$ cat src/rtl/mips_multicycle_ctrl_if.sv
// Control bundle between the multicycle MIPS controller and its datapath.
// MemReady exists only when MIPS_MEM_WAIT_EN is defined.
interface mips_multicycle_ctrl_if;
  logic [5:0] Op;
  logic [5:0] Funct;
  logic       Zero;
`ifdef MIPS_MEM_WAIT_EN
  logic       MemReady;
`endif
  logic       PCEn;
  logic       IorD;
  logic       MemWrite;
  logic       IRWrite;
  logic       RegDst;
  logic       MemToReg;
  logic       RegWrite;
  logic       AluSrcA;
  logic [1:0] AluSrcB;
  logic [2:0] AluCtl;
  logic [1:0] PCSrc;
  logic       ExtOp;
  logic       IllegalOp;
  logic [3:0] State;

`ifdef MIPS_MEM_WAIT_EN
  modport master (
    input  Op, Funct, Zero, MemReady,
    output PCEn, IorD, MemWrite, IRWrite, RegDst, MemToReg, RegWrite,
           AluSrcA, AluSrcB, AluCtl, PCSrc, ExtOp, IllegalOp, State
  );
  modport slave (
    output Op, Funct, Zero, MemReady,
    input  PCEn, IorD, MemWrite, IRWrite, RegDst, MemToReg, RegWrite,
           AluSrcA, AluSrcB, AluCtl, PCSrc, ExtOp, IllegalOp, State
  );
`else
  modport master (
    input  Op, Funct, Zero,
    output PCEn, IorD, MemWrite, IRWrite, RegDst, MemToReg, RegWrite,
           AluSrcA, AluSrcB, AluCtl, PCSrc, ExtOp, IllegalOp, State
  );
  modport slave (
    output Op, Funct, Zero,
    input  PCEn, IorD, MemWrite, IRWrite, RegDst, MemToReg, RegWrite,
           AluSrcA, AluSrcB, AluCtl, PCSrc, ExtOp, IllegalOp, State
  );
`endif
endinterface

$ cat src/rtl/mips_multicycle_ctrl.sv
// Moore FSM sequencing a multicycle MIPS datapath (R-type, lw, sw, beq, addi, ori, j).
// Define MIPS_MEM_WAIT_EN to stall FETCH/MEMRD/MEMWR on MemReady.
module mips_multicycle_ctrl #(
  parameter int STATE_W = 4
) (
  input  logic                  CLK,
  input  logic                  Reset,
  mips_multicycle_ctrl_if.master ctl
);

  typedef enum logic [STATE_W-1:0] {
    S_FETCH  = 4'd0,
    S_DECODE = 4'd1,
    S_MEMADR = 4'd2,
    S_MEMRD  = 4'd3,
    S_MEMWB  = 4'd4,
    S_MEMWR  = 4'd5,
    S_EXEC   = 4'd6,
    S_ALUWB  = 4'd7,
    S_BEQ    = 4'd8,
    S_IEXEC  = 4'd9,
    S_IMMWB  = 4'd10,
    S_JUMP   = 4'd11
  } state_e;

  localparam logic [5:0] OP_R    = 6'b000000;
  localparam logic [5:0] OP_LW   = 6'b100011;
  localparam logic [5:0] OP_SW   = 6'b101011;
  localparam logic [5:0] OP_BEQ  = 6'b000100;
  localparam logic [5:0] OP_ADDI = 6'b001000;
  localparam logic [5:0] OP_ORI  = 6'b001101;
  localparam logic [5:0] OP_J    = 6'b000010;

  localparam logic [2:0] ALU_ADD = 3'b010;
  localparam logic [2:0] ALU_SUB = 3'b110;
  localparam logic [2:0] ALU_AND = 3'b000;
  localparam logic [2:0] ALU_OR  = 3'b001;
  localparam logic [2:0] ALU_SLT = 3'b111;

  state_e state_q, state_d;

  logic       mem_rdy;
  logic       funct_ok;
  logic [2:0] funct_alu;
  logic       pc_write, branch;
  logic       iord, mem_write, ir_write, reg_dst, mem_to_reg, reg_write;
  logic       src_a, ext_op, illegal;
  logic [1:0] src_b, pc_src;
  logic [2:0] alu_ctl;

`ifdef MIPS_MEM_WAIT_EN
  assign mem_rdy = ctl.MemReady;
`else
  assign mem_rdy = 1'b1;
`endif

  always_comb begin
    funct_ok  = 1'b1;
    funct_alu = ALU_ADD;
    case (ctl.Funct)
      6'b100000: funct_alu = ALU_ADD;
      6'b100010: funct_alu = ALU_SUB;
      6'b100100: funct_alu = ALU_AND;
      6'b100101: funct_alu = ALU_OR;
      6'b101010: funct_alu = ALU_SLT;
      default:   funct_ok  = 1'b0;
    endcase
  end

  always_ff @(posedge CLK) begin
    if (Reset) state_q <= S_FETCH;
    else       state_q <= state_d;
  end

  always_comb begin
    state_d    = S_FETCH;
    pc_write   = 1'b0;
    branch     = 1'b0;
    iord       = 1'b0;
    mem_write  = 1'b0;
    ir_write   = 1'b0;
    reg_dst    = 1'b0;
    mem_to_reg = 1'b0;
    reg_write  = 1'b0;
    src_a      = 1'b0;
    src_b      = 2'b00;
    alu_ctl    = ALU_ADD;
    pc_src     = 2'b00;
    ext_op     = 1'b0;
    illegal    = 1'b0;
    case (state_q)
      S_FETCH: begin
        src_b    = 2'b01;
        ir_write = mem_rdy;
        pc_write = mem_rdy;
        state_d  = mem_rdy ? S_DECODE : S_FETCH;
      end
      S_DECODE: begin
        src_b  = 2'b11;
        ext_op = 1'b1;
        case (ctl.Op)
          OP_LW, OP_SW:    state_d = S_MEMADR;
          OP_BEQ:          state_d = S_BEQ;
          OP_ADDI, OP_ORI: state_d = S_IEXEC;
          OP_J:            state_d = S_JUMP;
          OP_R: begin
            illegal = !funct_ok;
            state_d = funct_ok ? S_EXEC : S_FETCH;
          end
          default:         illegal = 1'b1;
        endcase
      end
      S_MEMADR: begin
        src_a   = 1'b1;
        src_b   = 2'b10;
        ext_op  = 1'b1;
        state_d = (ctl.Op == OP_SW) ? S_MEMWR : S_MEMRD;
      end
      S_MEMRD: begin
        iord    = 1'b1;
        state_d = mem_rdy ? S_MEMWB : S_MEMRD;
      end
      S_MEMWB: begin
        mem_to_reg = 1'b1;
        reg_write  = 1'b1;
      end
      // The write strobe repeats on every stalled cycle; memory treats it as idempotent.
      S_MEMWR: begin
        iord      = 1'b1;
        mem_write = 1'b1;
        state_d   = mem_rdy ? S_FETCH : S_MEMWR;
      end
      S_EXEC: begin
        src_a   = 1'b1;
        alu_ctl = funct_alu;
        state_d = S_ALUWB;
      end
      S_ALUWB: begin
        reg_dst   = 1'b1;
        reg_write = 1'b1;
      end
      S_BEQ: begin
        src_a   = 1'b1;
        alu_ctl = ALU_SUB;
        pc_src  = 2'b01;
        branch  = 1'b1;
      end
      S_IEXEC: begin
        src_a   = 1'b1;
        src_b   = 2'b10;
        alu_ctl = (ctl.Op == OP_ORI) ? ALU_OR : ALU_ADD;
        ext_op  = (ctl.Op != OP_ORI);
        state_d = S_IMMWB;
      end
      S_IMMWB: reg_write = 1'b1;
      S_JUMP: begin
        pc_src   = 2'b10;
        pc_write = 1'b1;
      end
      default: alu_ctl = 3'b000;
    endcase
  end

  // Reset suppresses every side effect in the cycle it is asserted.
  always_comb begin
    ctl.PCEn      = !Reset && (pc_write || (branch && ctl.Zero));
    ctl.IorD      = !Reset && iord;
    ctl.MemWrite  = !Reset && mem_write;
    ctl.IRWrite   = !Reset && ir_write;
    ctl.RegDst    = !Reset && reg_dst;
    ctl.MemToReg  = !Reset && mem_to_reg;
    ctl.RegWrite  = !Reset && reg_write;
    ctl.AluSrcA   = !Reset && src_a;
    ctl.AluSrcB   = Reset ? 2'b00 : src_b;
    ctl.AluCtl    = Reset ? 3'b000 : alu_ctl;
    ctl.PCSrc     = Reset ? 2'b00 : pc_src;
    ctl.ExtOp     = !Reset && ext_op;
    ctl.IllegalOp = !Reset && illegal;
    ctl.State     = state_q;
  end

endmodule

$ cat src/flat_wrapper.sv
// flat-port wrapper written by rule: the top's interface ports become plain ports
module mips_multicycle_ctrl_flat 
#(
  parameter int STATE_W = 4
)
  (CLK, Reset, ctl_Op, ctl_Funct, ctl_Zero, ctl_PCEn, ctl_IorD, ctl_MemWrite, ctl_IRWrite, ctl_RegDst, ctl_MemToReg, ctl_RegWrite, ctl_AluSrcA, ctl_AluSrcB, ctl_AluCtl, ctl_PCSrc, ctl_ExtOp, ctl_IllegalOp, ctl_State);
  mips_multicycle_ctrl_if ctl_i ();
  input  logic CLK;
  input  logic Reset;
  input wire logic [$bits(ctl_i.Op)-1:0] ctl_Op;
  input wire logic [$bits(ctl_i.Funct)-1:0] ctl_Funct;
  input wire logic [$bits(ctl_i.Zero)-1:0] ctl_Zero;
  output wire logic [$bits(ctl_i.PCEn)-1:0] ctl_PCEn;
  output wire logic [$bits(ctl_i.IorD)-1:0] ctl_IorD;
  output wire logic [$bits(ctl_i.MemWrite)-1:0] ctl_MemWrite;
  output wire logic [$bits(ctl_i.IRWrite)-1:0] ctl_IRWrite;
  output wire logic [$bits(ctl_i.RegDst)-1:0] ctl_RegDst;
  output wire logic [$bits(ctl_i.MemToReg)-1:0] ctl_MemToReg;
  output wire logic [$bits(ctl_i.RegWrite)-1:0] ctl_RegWrite;
  output wire logic [$bits(ctl_i.AluSrcA)-1:0] ctl_AluSrcA;
  output wire logic [$bits(ctl_i.AluSrcB)-1:0] ctl_AluSrcB;
  output wire logic [$bits(ctl_i.AluCtl)-1:0] ctl_AluCtl;
  output wire logic [$bits(ctl_i.PCSrc)-1:0] ctl_PCSrc;
  output wire logic [$bits(ctl_i.ExtOp)-1:0] ctl_ExtOp;
  output wire logic [$bits(ctl_i.IllegalOp)-1:0] ctl_IllegalOp;
  output wire logic [$bits(ctl_i.State)-1:0] ctl_State;
  assign ctl_i.Op = ctl_Op;
  assign ctl_i.Funct = ctl_Funct;
  assign ctl_i.Zero = ctl_Zero;
  assign ctl_PCEn = ctl_i.PCEn;
  assign ctl_IorD = ctl_i.IorD;
  assign ctl_MemWrite = ctl_i.MemWrite;
  assign ctl_IRWrite = ctl_i.IRWrite;
  assign ctl_RegDst = ctl_i.RegDst;
  assign ctl_MemToReg = ctl_i.MemToReg;
  assign ctl_RegWrite = ctl_i.RegWrite;
  assign ctl_AluSrcA = ctl_i.AluSrcA;
  assign ctl_AluSrcB = ctl_i.AluSrcB;
  assign ctl_AluCtl = ctl_i.AluCtl;
  assign ctl_PCSrc = ctl_i.PCSrc;
  assign ctl_ExtOp = ctl_i.ExtOp;
  assign ctl_IllegalOp = ctl_i.IllegalOp;
  assign ctl_State = ctl_i.State;
  mips_multicycle_ctrl #(.STATE_W(STATE_W)) u_core (.CLK(CLK), .Reset(Reset), .ctl(ctl_i));
endmodule
$ cat config.mk
export PLATFORM = sky130hd
export DESIGN_NAME = mips_multicycle_ctrl_flat
export DESIGN_NICKNAME = d
export VERILOG_FILES = /design/src/rtl/mips_multicycle_ctrl_if.sv /design/src/rtl/mips_multicycle_ctrl.sv /design/src/flat_wrapper.sv
export SDC_FILE = /design/constraint.sdc
export NUM_CORES = 1
export LEC_CHECK = 0
export CORE_UTILIZATION = 35
export CTS_CLUSTER_SIZE = 40
export DETAILED_ROUTE_END_ITERATION = 12
export MAX_ROUTING_LAYER = met4
export PLACE_DENSITY = 0.71
export SETUP_SLACK_MARGIN = 0.3
export SYNTH_ARGS = -nofsm -noshare
export SYNTH_HDL_FRONTEND = slang
export SYNTH_SLANG_ARGS = --single-unit
$ cat constraint.sdc
create_clock -name CLK -period 2.4 [get_ports CLK]
set_input_delay 0.72 -clock CLK [delete_from_list [all_inputs] [get_ports CLK]]
set_output_delay 0.72 -clock CLK [all_outputs]
set_load 0.05 [all_outputs]
==> results.md, run 1 <==
CTS:
- The total of cells resized after clock tree synthesis is 96.
- The number of levels in the clock H-tree is 1.
- The number of CTS-inserted buffers is 3.
- For this design, the CTS-stage hold fixing added 0 buffers.
- The TritonCTS sink count is 4.
- Buffers added to address setup during post-CTS repair amount to 18.
- The tree is rooted in a sky130_fd_sc_hd__clkbuf_4.
- No sink is reached through more buffers than the 2 on the longest clock path.

Synthesis:
- The most used flip-flop cell after synthesis is sky130_fd_sc_hd__dfxtp_1.
- The Yosys step of the flow raised 0 warnings.
- The post-synthesis instance area is 737.0 sq um.
- Dividing the synthesized area by the synthesized cell count gives ~6.7 sq um.
- The proportion of synthesized chip area in sequential cells is between 10% and 20%.
- Counting flops and latches in the post-synthesis netlist gives 4.
- The post-synthesis net count is 125.
- The synthesized netlist cell count is 110.
- The count of flip-flops with a built-in enable after synthesis is 0.
- The number of different library cells used by synthesis comes to between 40 and 50.
- The fraction of synthesis flops using an asynchronous set or reset pin is 0%.

Die:
- Once the floorplan was initialized, standard cells occupied 37.56% of the core.
- The floorplan has 16 rows.
- Measured along the x axis, the die boundary spans ~48 um.
- For this design the top-level I/O count stands at 36.
- The floorplan step set the die height to around 48 um.

Placed design:
- At the end of routability-driven placement, the weighted congestion stood at just under 1.
- During placement, the flow inserted port buffers numbering 35.
- After detailed placement, the design holds a cell count of 186.
- The HPWL after detailed placement is 2486 um.

Status:
- The run stopped with a tool error.
- The tool reported: "[ERROR DPL-0038] Utilization greater than 100%, impossible to legalize".
- The terminating stage of the flow is clock tree synthesis.
-- kinds of logic after synthesis --
group,share of synthesized area (%)
multiplexers,2.886
flip-flops,10.87
AND/OR/NAND/NOR,41.09
XOR/XNOR,3.566
buffers and inverters,8.488
AO/OA/AOI/OAI,33.11
-- stage by stage --
| stage | util, % | cell area (sq um) | setup TNS, ns | setup slack, ns | hold WS [ns] |
|---|---|---|---|---|---|
| 2_1_floorplan | - | 1032 | -0.1836 | -0.1836 | 0.6977 |
| 3_3_place_gp | 84.57 | 1659 | -3.871 | -0.5237 | 0.6105 |
| 3_5_place_dp | 84.57 | 1659 | -4.475 | -0.5590 | 0.6069 |
-- synth_stat cells (all sizes together), types with 2 or more instances --
| library cell | number | area (sq um) |
|---|---|---|
| a21oi | 9 | 45.04 |
| buf | 7 | 32.53 |
| clkbuf | 4 | 15.01 |
| dfxtp | 4 | 80.08 |
| inv | 4 | 15.01 |
| nand2 | 5 | 18.77 |
| nand2b | 3 | 18.77 |
| nand3 | 2 | 10.01 |
| nor2 | 15 | 56.30 |
| nor3 | 6 | 30.03 |
| nor4 | 6 | 37.54 |
| nor4b | 5 | 43.79 |
| o21a | 4 | 30.03 |
| o21ai | 4 | 20.02 |
| o22a | 2 | 17.52 |
| o31ai | 2 | 15.01 |
| xnor2 | 2 | 17.52 |
==> run 2: changes to the inputs <==
--- a/config.mk
+++ b/config.mk
@@ -5,12 +5,9 @@
 export SDC_FILE = /design/constraint.sdc
 export NUM_CORES = 1
 export LEC_CHECK = 0
-export CORE_UTILIZATION = 35
-export CTS_CLUSTER_SIZE = 40
+export CORE_UTILIZATION = 20
 export DETAILED_ROUTE_END_ITERATION = 12
-export MAX_ROUTING_LAYER = met4
-export PLACE_DENSITY = 0.71
-export SETUP_SLACK_MARGIN = 0.3
+export PLACE_DENSITY_LB_ADDON = 0.15
 export SYNTH_ARGS = -nofsm -noshare
 export SYNTH_HDL_FRONTEND = slang
 export SYNTH_SLANG_ARGS = --single-unit
==> results.md, run 2 <==
Layout:
- Leaving out fill and tap cells, the most frequent cells in the layout are sky130_fd_sc_hd__buf_4, sky130_fd_sc_hd__buf_12, sky130_fd_sc_hd__nor2_1.
- The most common cell after layout, fill and taps aside is sky130_fd_sc_hd__buf_4.
- The number of flip-flops in the largest register is 4.
- Of the cells placed in the final design, the portion with a size suffix greater than 1 is around 65%.
- Fill cells in the final layout number about 340.
- The final cell count without fillers is 220.
- The net count of the finished layout is about 190.
- The final standard cell area without fillers is approximately 1900 sq um.
- The repair_antennas step left the layout with diodes totalling 0.
- For this run, the share of the core covered by cells in the final layout is a little over half.
- The area growth from synthesis to layout is 154.0%.

Critical path:
- The worst register-to-register path has a depth of 4.
- In this run the critical register-to-register path is launched from u_core.ctl.State[1]$_SDFF_PP0_.
- At the worst endpoint, the arrival time is 1.81 ns.
- STA classifies the critical path startpoint as an input pin.
- In this run the worst path has a maximum fanout of 5.
- The minimum setup slack among reg-to-reg paths is about 1 ns.
- The endpoint kind of the worst setup timing path is an output port.
- The startpoint of the most critical setup path is ctl_Op[1].
- The required time of the critical path is around 1.7 ns.
- Following the worst setup path forward leads to its endpoint at ctl_IllegalOp.
- The worst setup path is of the in -> out kind.
- The worst register-to-register path ends at u_core.ctl.State[1]$_SDFF_PP0_.

Global routing:
- The overall routing resource usage is around 17%.
- The number of antenna violations at the first check in global routing is 0.
- The via count of the first global-routing pass was ~1100.
- The overflow left after global routing is 0.
- The pin count of the biggest net entering global routing is 14.
- The first global-routing pass estimated between 5000 and 6000 um of wire.

CTS:
- Buffers inserted during clock tree synthesis total 3.
- The clock latency of the later-clocked register in the worst-skew pair is around 0.22 ns.
- In this run the number of H-tree levels came out at 1.
- The clock root buffer is sky130_fd_sc_hd__clkbuf_8.
- The TritonCTS clock tree is done.
- The total of hold buffers inserted after clock tree synthesis is 0.
- The maximum root-to-sink buffer count is 2.
- After clock tree synthesis, the clock-pin slew on the worst setup and hold paths is roughly 0.030 ns.
- The TritonCTS sink count is 4.

Die:
- The number of placement rows is 21.
- The floorplan step defined a die boundary enclosing around 3900 sq um.
- The vertical extent of the die is about 63 um.
- The core area is roughly 3400 sq um.
- In this run the count of I/O pins placed on the die edge is 36.
- The die extent in x is 62.70 um.
- Once the floorplan was initialized, standard cells occupied a little over a fifth of the core.

Synthesis:
- The number of warnings printed during yosys synthesis is 0.
- The synthesized-area fraction occupied by xor and xnor cells is between 3 and 4%.
- The cell taking the most area after synthesis is sky130_fd_sc_hd__dfxtp_1.
- Sorting the synthesized cells by area gives the leading types as sky130_fd_sc_hd__dfxtp_1, sky130_fd_sc_hd__nor2_1, sky130_fd_sc_hd__a21oi_1.
- The dominant synthesized flop cell is sky130_fd_sc_hd__dfxtp_1.
- In this run the biggest area consumer among cell types represents 10.87% of the synthesized area.
- Summing the areas of all compound-gate instances in the mapped netlist gives 33.11% of the synthesized area.
- Dividing the synthesized area by the synthesized cell count gives 6.700 sq um.
- The fraction of synthesis flops using an asynchronous set or reset pin is 0%.
- Synthesis instantiated 44 different standard cells from the library.
- The most frequent cell after synthesis is sky130_fd_sc_hd__nor2_1.
- The area share of and/or/nand/nor cells after synthesis is 41.09%.
- The post-synthesis instance area is approximately 740 sq um.
- Yosys mapped a number of flops with a built-in enable equal to 0.
- After synthesis, the share of cell area in mux cells is slightly below 3%.
- By count the netlist is led by sky130_fd_sc_hd__nor2_1, sky130_fd_sc_hd__a21oi_1, sky130_fd_sc_hd__nor3_1, sky130_fd_sc_hd__nor4_1.
- The share of synthesized cell area in full adder, half adder and majority cells is 0%.
- Synthesis produced between 100 and 150 cells.
- The flop and latch count out of synthesis is 4.
- The proportion of synthesized chip area in sequential cells is between 10 and 15%.
- The post-synthesis net count is about 130.
- After synthesis, the largest family of logic cells by area is simple AND/OR/NAND/NOR gates.

Drt:
- The top layer used by detailed routing is met4.
- The first-pass detailed-route iteration total is 4.
- The number of DRC markers in iteration 0 is 33.
- The via count is between 1000 and 1500.
- The met2 wirelength from detailed routing is approximately 1500 um.
- After detailed routing, the average wire length per cell comes to roughly 14 um.
- For this block, wires on met1 add up to ~1500 um.
- The post-detailed-route count of antenna-violating nets is 0.
- The routed design uses between 100 and 150 um of met3 wire.
- The remaining routing DRC violations is 0.
- The total routed wirelength is 3095 um.
- The via count normalized by instance count is 5.032.

Power and ir drop:
- For this design the static power due to leakage is roughly 0.74 nW.
- Registers are responsible for 16.1% of the overall power.
- The clock network is responsible for between 30% and 40% of the overall power.
- The design draws about 0.46 mW.
- Combinational logic is responsible for 53.2% of the overall power.
- Internal power comes to 0.2960 mW.
- Across the VDD grid, the largest voltage drop is 298.4 uV.
- The share of total power consumed by net switching is between 30% and 40%.
- The net switching component of the power is 0.1612 mW.
- Power spread over the standard cell area amounts to around 240 nW/um^2.

Timing:
- The post-route minimum period is roughly 2.5 ns.
- The final-report setup violation count is 4.
- The total count of max-transition violations in the final report is 0.
- Hold timing on the final database bottoms out at a slack of ~0.53 ns.
- The final worst clock skew is between 0.0015 and 0.002 ns.
- The count of endpoints failing hold in the final timing report is 0.
- Setup repair after global routing could not meet its margin everywhere.
- Across all setup checks in the final design, the least slack found is -0.1270 ns.
- The share of the clock period used by the worst path is 105.3%.
- Timing would allow up to 395.7 MHz.
- In this run the tightest slew margin relative to its limit is between 70% and 80%.
- At the pin with the least slew margin, the transition time is around 0.36 ns.

Placed design:
- Once detailed placement completed, the half-perimeter wirelength came to about 2400 um.
- During placement, the flow inserted port buffers numbering 35.
- The placer's final routability congestion estimate is between 0.7 and 0.8.
- The instance area at placement is 1704 sq um.
- Including well taps, the total number of placed cells is 212.

Status:
- The final reports fail on setup timing.
- The run finished, with violations left.

Flow run:
- Max-cap violations in this run came to 0.

Worst hold path:
- The tightest min-delay check is of the reg -> reg type.
## run 2: cell counts after synthesis
Identical to the previous run, type by type.
## run 2: worst min path at each step
| stage | from | cells past startpoint | slack [ns] | end |
|---|---|---|---|---|
| after floorplan | u_core.ctl.State[1]$_SDFF_PP0_ | 3 | 0.72 | u_core.ctl.State[0]$_SDFF_PP0_ |
| after global placement | u_core.ctl.State[3]$_SDFF_PP0_ | 2 | 0.59 | u_core.ctl.State[0]$_SDFF_PP0_ |
| after detailed placement | u_core.ctl.State[2]$_SDFF_PP0_ | 1 | 0.59 | u_core.ctl.State[3]$_SDFF_PP0_ |
| after CTS | u_core.ctl.State[2]$_SDFF_PP0_ | 1 | 0.59 | u_core.ctl.State[3]$_SDFF_PP0_ |
| after global routing | u_core.ctl.State[2]$_SDFF_PP0_ | 1 | 0.55 | u_core.ctl.State[3]$_SDFF_PP0_ |
| final | u_core.ctl.State[2]$_SDFF_PP0_ | 1 | 0.53 | u_core.ctl.State[3]$_SDFF_PP0_ |
## run 2: cell type report
class,count,area (sq um),share of cell area (%)
clock buffers,3,41.29,2.206
multi-input cells,91,874.6,46.72
well taps,46,57.56,3.075
repair buffers,72,795.8,42.51
inverters,4,15.01,0.8021
flip-flops and latches,4,87.58,4.679
## run 2: cell families after synthesis
family / Yosys count
AOI/OAI and AO/OA: 34
xor gates and xnor gates: 3
buffers and inverters: 15
DFF: 4
muxes: 2
and+or+nand+nor: 52
## run 2: worst max-delay path: stages
cell and delay [ns]:
sky130_fd_sc_hd__buf_8 0.10, sky130_fd_sc_hd__buf_6 0.11, sky130_fd_sc_hd__and3b_2 0.20, sky130_fd_sc_hd__o21ai_2 0.15, sky130_fd_sc_hd__a21oi_2 0.08, sky130_fd_sc_hd__nor4b_4 0.26, sky130_fd_sc_hd__buf_12 0.17
## run 2: metrics by stage
step	setup WS, ns	TNS [ns]
after CTS	-0.1772	-0.5397
after global placement	-0.5711	-4.592
after global routing	-0.1803	-0.6786
final	-0.1270	-0.4683
after floorplan	-0.2347	-0.2716
after detailed placement	-0.6390	-4.838
## run 2: repair_timing
action,4_1_cts,5_1_grt
resized for setup,65,14
setup endpoints to repair,17,7
hold endpoints to repair,0,0
pin swaps,24,8
gates cloned,0,0
setup buffers,5,0
## run 2: power groups by stage
stage	clock network (mW)	logic, mW	registers (mW)
floorplan	0	0.114	0.0784
global placement	0	0.228	0.0750
detailed placement	0	0.229	0.0748
CTS	0.144	0.241	0.0742
global route	0.150	0.259	0.0742
finish	0.140	0.243	0.0735
## run 2: metal layers
layer	GRT usage (%)	vias to the layer above
li1	-	549
met1	24.59	534
met2	27.45	22
met3	4.015	2
met4	0.8721	0
met5	0	-
(Power assumes the default switching activity.)
==> run 3: changes to the inputs <==
--- a/config.mk
+++ b/config.mk
@@ -5,8 +5,9 @@
 export SDC_FILE = /design/constraint.sdc
 export NUM_CORES = 1
 export LEC_CHECK = 0
-export CORE_UTILIZATION = 20
+export CORE_AREA = 2 2 63 65
 export DETAILED_ROUTE_END_ITERATION = 12
+export DIE_AREA = 0 0 65 67
 export PLACE_DENSITY_LB_ADDON = 0.15
 export SYNTH_ARGS = -nofsm -noshare
 export SYNTH_HDL_FRONTEND = slang
==> constraint.sdc (replaced) <==
create_clock -name CLK -period 2.8 [get_ports CLK]
set_input_delay 0.84 -clock CLK [delete_from_list [all_inputs] [get_ports CLK]]
set_output_delay 0.84 -clock CLK [all_outputs]
set_load 0.05 [all_outputs]
==> results.md, run 3 (synthesized netlist as in run 2, its figures left out) <==
Critical path:
- The worst setup path is launched from an input pin.
- The start-to-end type of the worst setup path is in -> out.
- The critical path arrival is roughly 1.9 ns.
- On the critical path, the stage with the largest delay is an instance of sky130_fd_sc_hd__nand4b_1.
- At the worst endpoint, the required time is just under 2 ns.
- The worst stage delay on the critical path is 0.27 ns.
- Walking the worst path, the cells encountered are buf_2 -> nand4b_1 -> nor3_2 -> a21oi_1 -> o21a_1 -> buf_12.
- STA classifies the critical path endpoint as an output port.
- In this run the worst path has a maximum fanout of 7.

Global routing:
- The met1 capacity usage during global routing is between 20% and 30%.
- The number of antenna violations at the first check in global routing came to 0.
- The met3 capacity usage during global routing is 3.378%.
- The layer flagged by global routing as most heavily used is met2.
- The via count of the first global-routing pass came to about 1000.
- The overall routing resource usage is approximately 14%.
- The met2 demand-to-capacity share in global routing is 23.07%.
- The wire length of the first global-routing pass is 5002 um.
- Entering global routing, the biggest net connects 16 pins.
- For this run the aggregate overflow at the end of global routing stands at 0.

Power and ir drop:
- The power density normalized to cell area is 219.5 nW/um^2.
- Overall power consumption after layout is estimated at ~0.38 mW.
- The maximum ir drop on the vdd rail is around 210 uV.
- The analysis attributes to cell leakage a power of 0.6602 nW.

Drt:
- The first-pass detailed-route iteration total is 4.
- The post-detailed-route count of antenna-violating nets is 0.
- The remaining routing DRC violations is 0.
- The total routed wirelength is ~2800 um.
- In the routed layout, each cell is associated on average with a via count of about 5.0.
- In the final routed layout, each cell accounts on average for 13.42 um.
- The detailed router finished its first iteration with 31 violations.
- Detailed routing inserted a total of around 1100 vias.

Worst hold path:
- The path class of the tightest hold or removal check is reg -> reg.

CTS:
- The number of levels in the clock H-tree is 1.
- The TritonCTS clock tree is done.
- For this design, the CTS-stage hold fixing added 0 buffers.
- Counting along the longest clock path gives a buffer depth of 2.
- The number of clock buffers added by TritonCTS is 3.
- Buffers added to address setup during post-CTS repair amount to 0.
- For the worst-skew pair, the clock arrives at the later sink with an insertion delay of about 0.22 ns.
- Clock-pin slew was measured on the worst setup and hold paths at 0.03 ns.
- CTS saw 4 sinks.
- In this run the clock root is driven by a sky130_fd_sc_hd__clkbuf_8.

Placed design:
- The HPWL after detailed placement is 2308 um.
- The placer's final routability congestion estimate is ~0.84.
- The placement-stage worst setup slack is -0.4783 ns.
- The placed instances occupy a cell area of between 1500 and 2000 sq um.
- The number of buffers added on ports is 35.
- The placed cell count is about 210.

Status:
- The run finished with clean final reports.

Timing:
- The count of endpoints failing hold in the final timing report is 0.
- The aggregate negative setup slack is 0 ns.
- The worst pin sits at a relative slew slack of roughly 64%.
- Setup violations remaining at the end of the flow were counted as 0.
- The total count of max-transition violations in the final report is 0.
- The maximum frequency from static timing analysis is between 300 and 400 MHz.
- The final worst clock skew is roughly 0.0030 ns.
- The share of the clock period used by the worst path is 98.34%.
- The post-route minimum period is 2.753 ns.
- The actual slew at the worst max-slew pin is 0.5294 ns.
- The worst path meets setup with 0.04653 ns of slack.
- Setup repair after global routing could not meet its margin everywhere.

Layout:
- The filler cells instantiated in the layout total approximately 350.
- The most common cell after layout, fill and taps aside is sky130_fd_sc_hd__buf_4.
- From synthesis to final layout, the design area changed by 131.9%.
- With fillers left out, the area of the finished cells amounts to between 1500 and 2000 sq um.
- The finished layout holds about 210 standard cells, fillers aside.
- The net count of the finished layout is about 180.
- The number of flip-flops in the largest register is 4.
- In the layout the commonest cells are sky130_fd_sc_hd__buf_4, sky130_fd_sc_hd__buf_12, sky130_fd_sc_hd__nor2_1.
- The repair_antennas step left the layout with diodes totalling 0.
- Cells with a size suffix above 1 make up ~53% of the layout.

Die:
- The core region is roughly 3600 sq um.
- In this run the count of I/O pins placed on the die edge is 36.
- The area of the die is 4355 sq um.
- The vertical extent of the die is about 67 um.
- Row generation in the floorplan step produced 22 rows.
- The initial utilization of the core area, before any placement, comes to 20.44%.
- From left edge to right edge, the die measures 65 um.

Flow run:
- The number of max-cap violations is 0.
-- run 3: metrics by stage --
stage / util (%) / hold WS [ns]
6_report: 47.40 / 0.6617
5_1_grt: 47.40 / 0.7043
4_1_cts: 47.05 / 0.6318
3_5_place_dp: 43.96 / 0.6269
3_3_place_gp: 43.96 / 0.6217
2_1_floorplan: - / 0.8589
-- run 3: routing by layer --
layer	vias to the layer above	wire length, um	share of wire (%)
li1	532	-	-
met1	493	1322	46
met2	31	1328	47
met3	0	195	6.9
met4	0	0	0
met5	-	0	0
-- run 3: final timing paths --
kind	slack (ns)	endpoint	from	cells after the start
worst max-delay path	0.05	ctl_ExtOp	ctl_Op[1]	6
worst min-delay path	0.66	u_core.ctl.State[2]$_SDFF_PP0_	u_core.ctl.State[1]$_SDFF_PP0_	2
worst max register to register	1.17	u_core.ctl.State[1]$_SDFF_PP0_	u_core.ctl.State[1]$_SDFF_PP0_	4
worst min register to register	0.66	u_core.ctl.State[2]$_SDFF_PP0_	u_core.ctl.State[1]$_SDFF_PP0_	2
-- run 3: repair_timing --
action | in CTS | in global routing
hold endpoints to repair | 0 | 0
pin swaps | 13 | 8
gates cloned | 1 | 0
endpoints found under the setup margin | 12 | 3
resized for setup | 47 | 11
-- run 3: power by group --
part	leakage [nW]	total [mW]	internal [mW]	switching, mW
Sequential	0.0326	0.0621	0.0590	0.00312
Clock	0.0216	0.121	0.0916	0.0296
Combinational	0.606	0.192	0.0928	0.0990
-- run 3: cell type report --
type                       count  area (sq um)  area share (%)
tap                           48         60.06           3.514
sequential                     4         80.08           4.685
multi-input combinational     91         812.0           47.51
timing repair buffer          62         700.7           41.00
inverter                       4         15.01          0.8785
clock buffer                   3         41.29           2.416
-- run 3: critical path: cells and delay by family --
family / cells / cell delay [ns]
AOI/OAI and AO/OA: 2 / 0.30
buffers and inverters: 2 / 0.30
and+or+nand+nor: 2 / 0.47
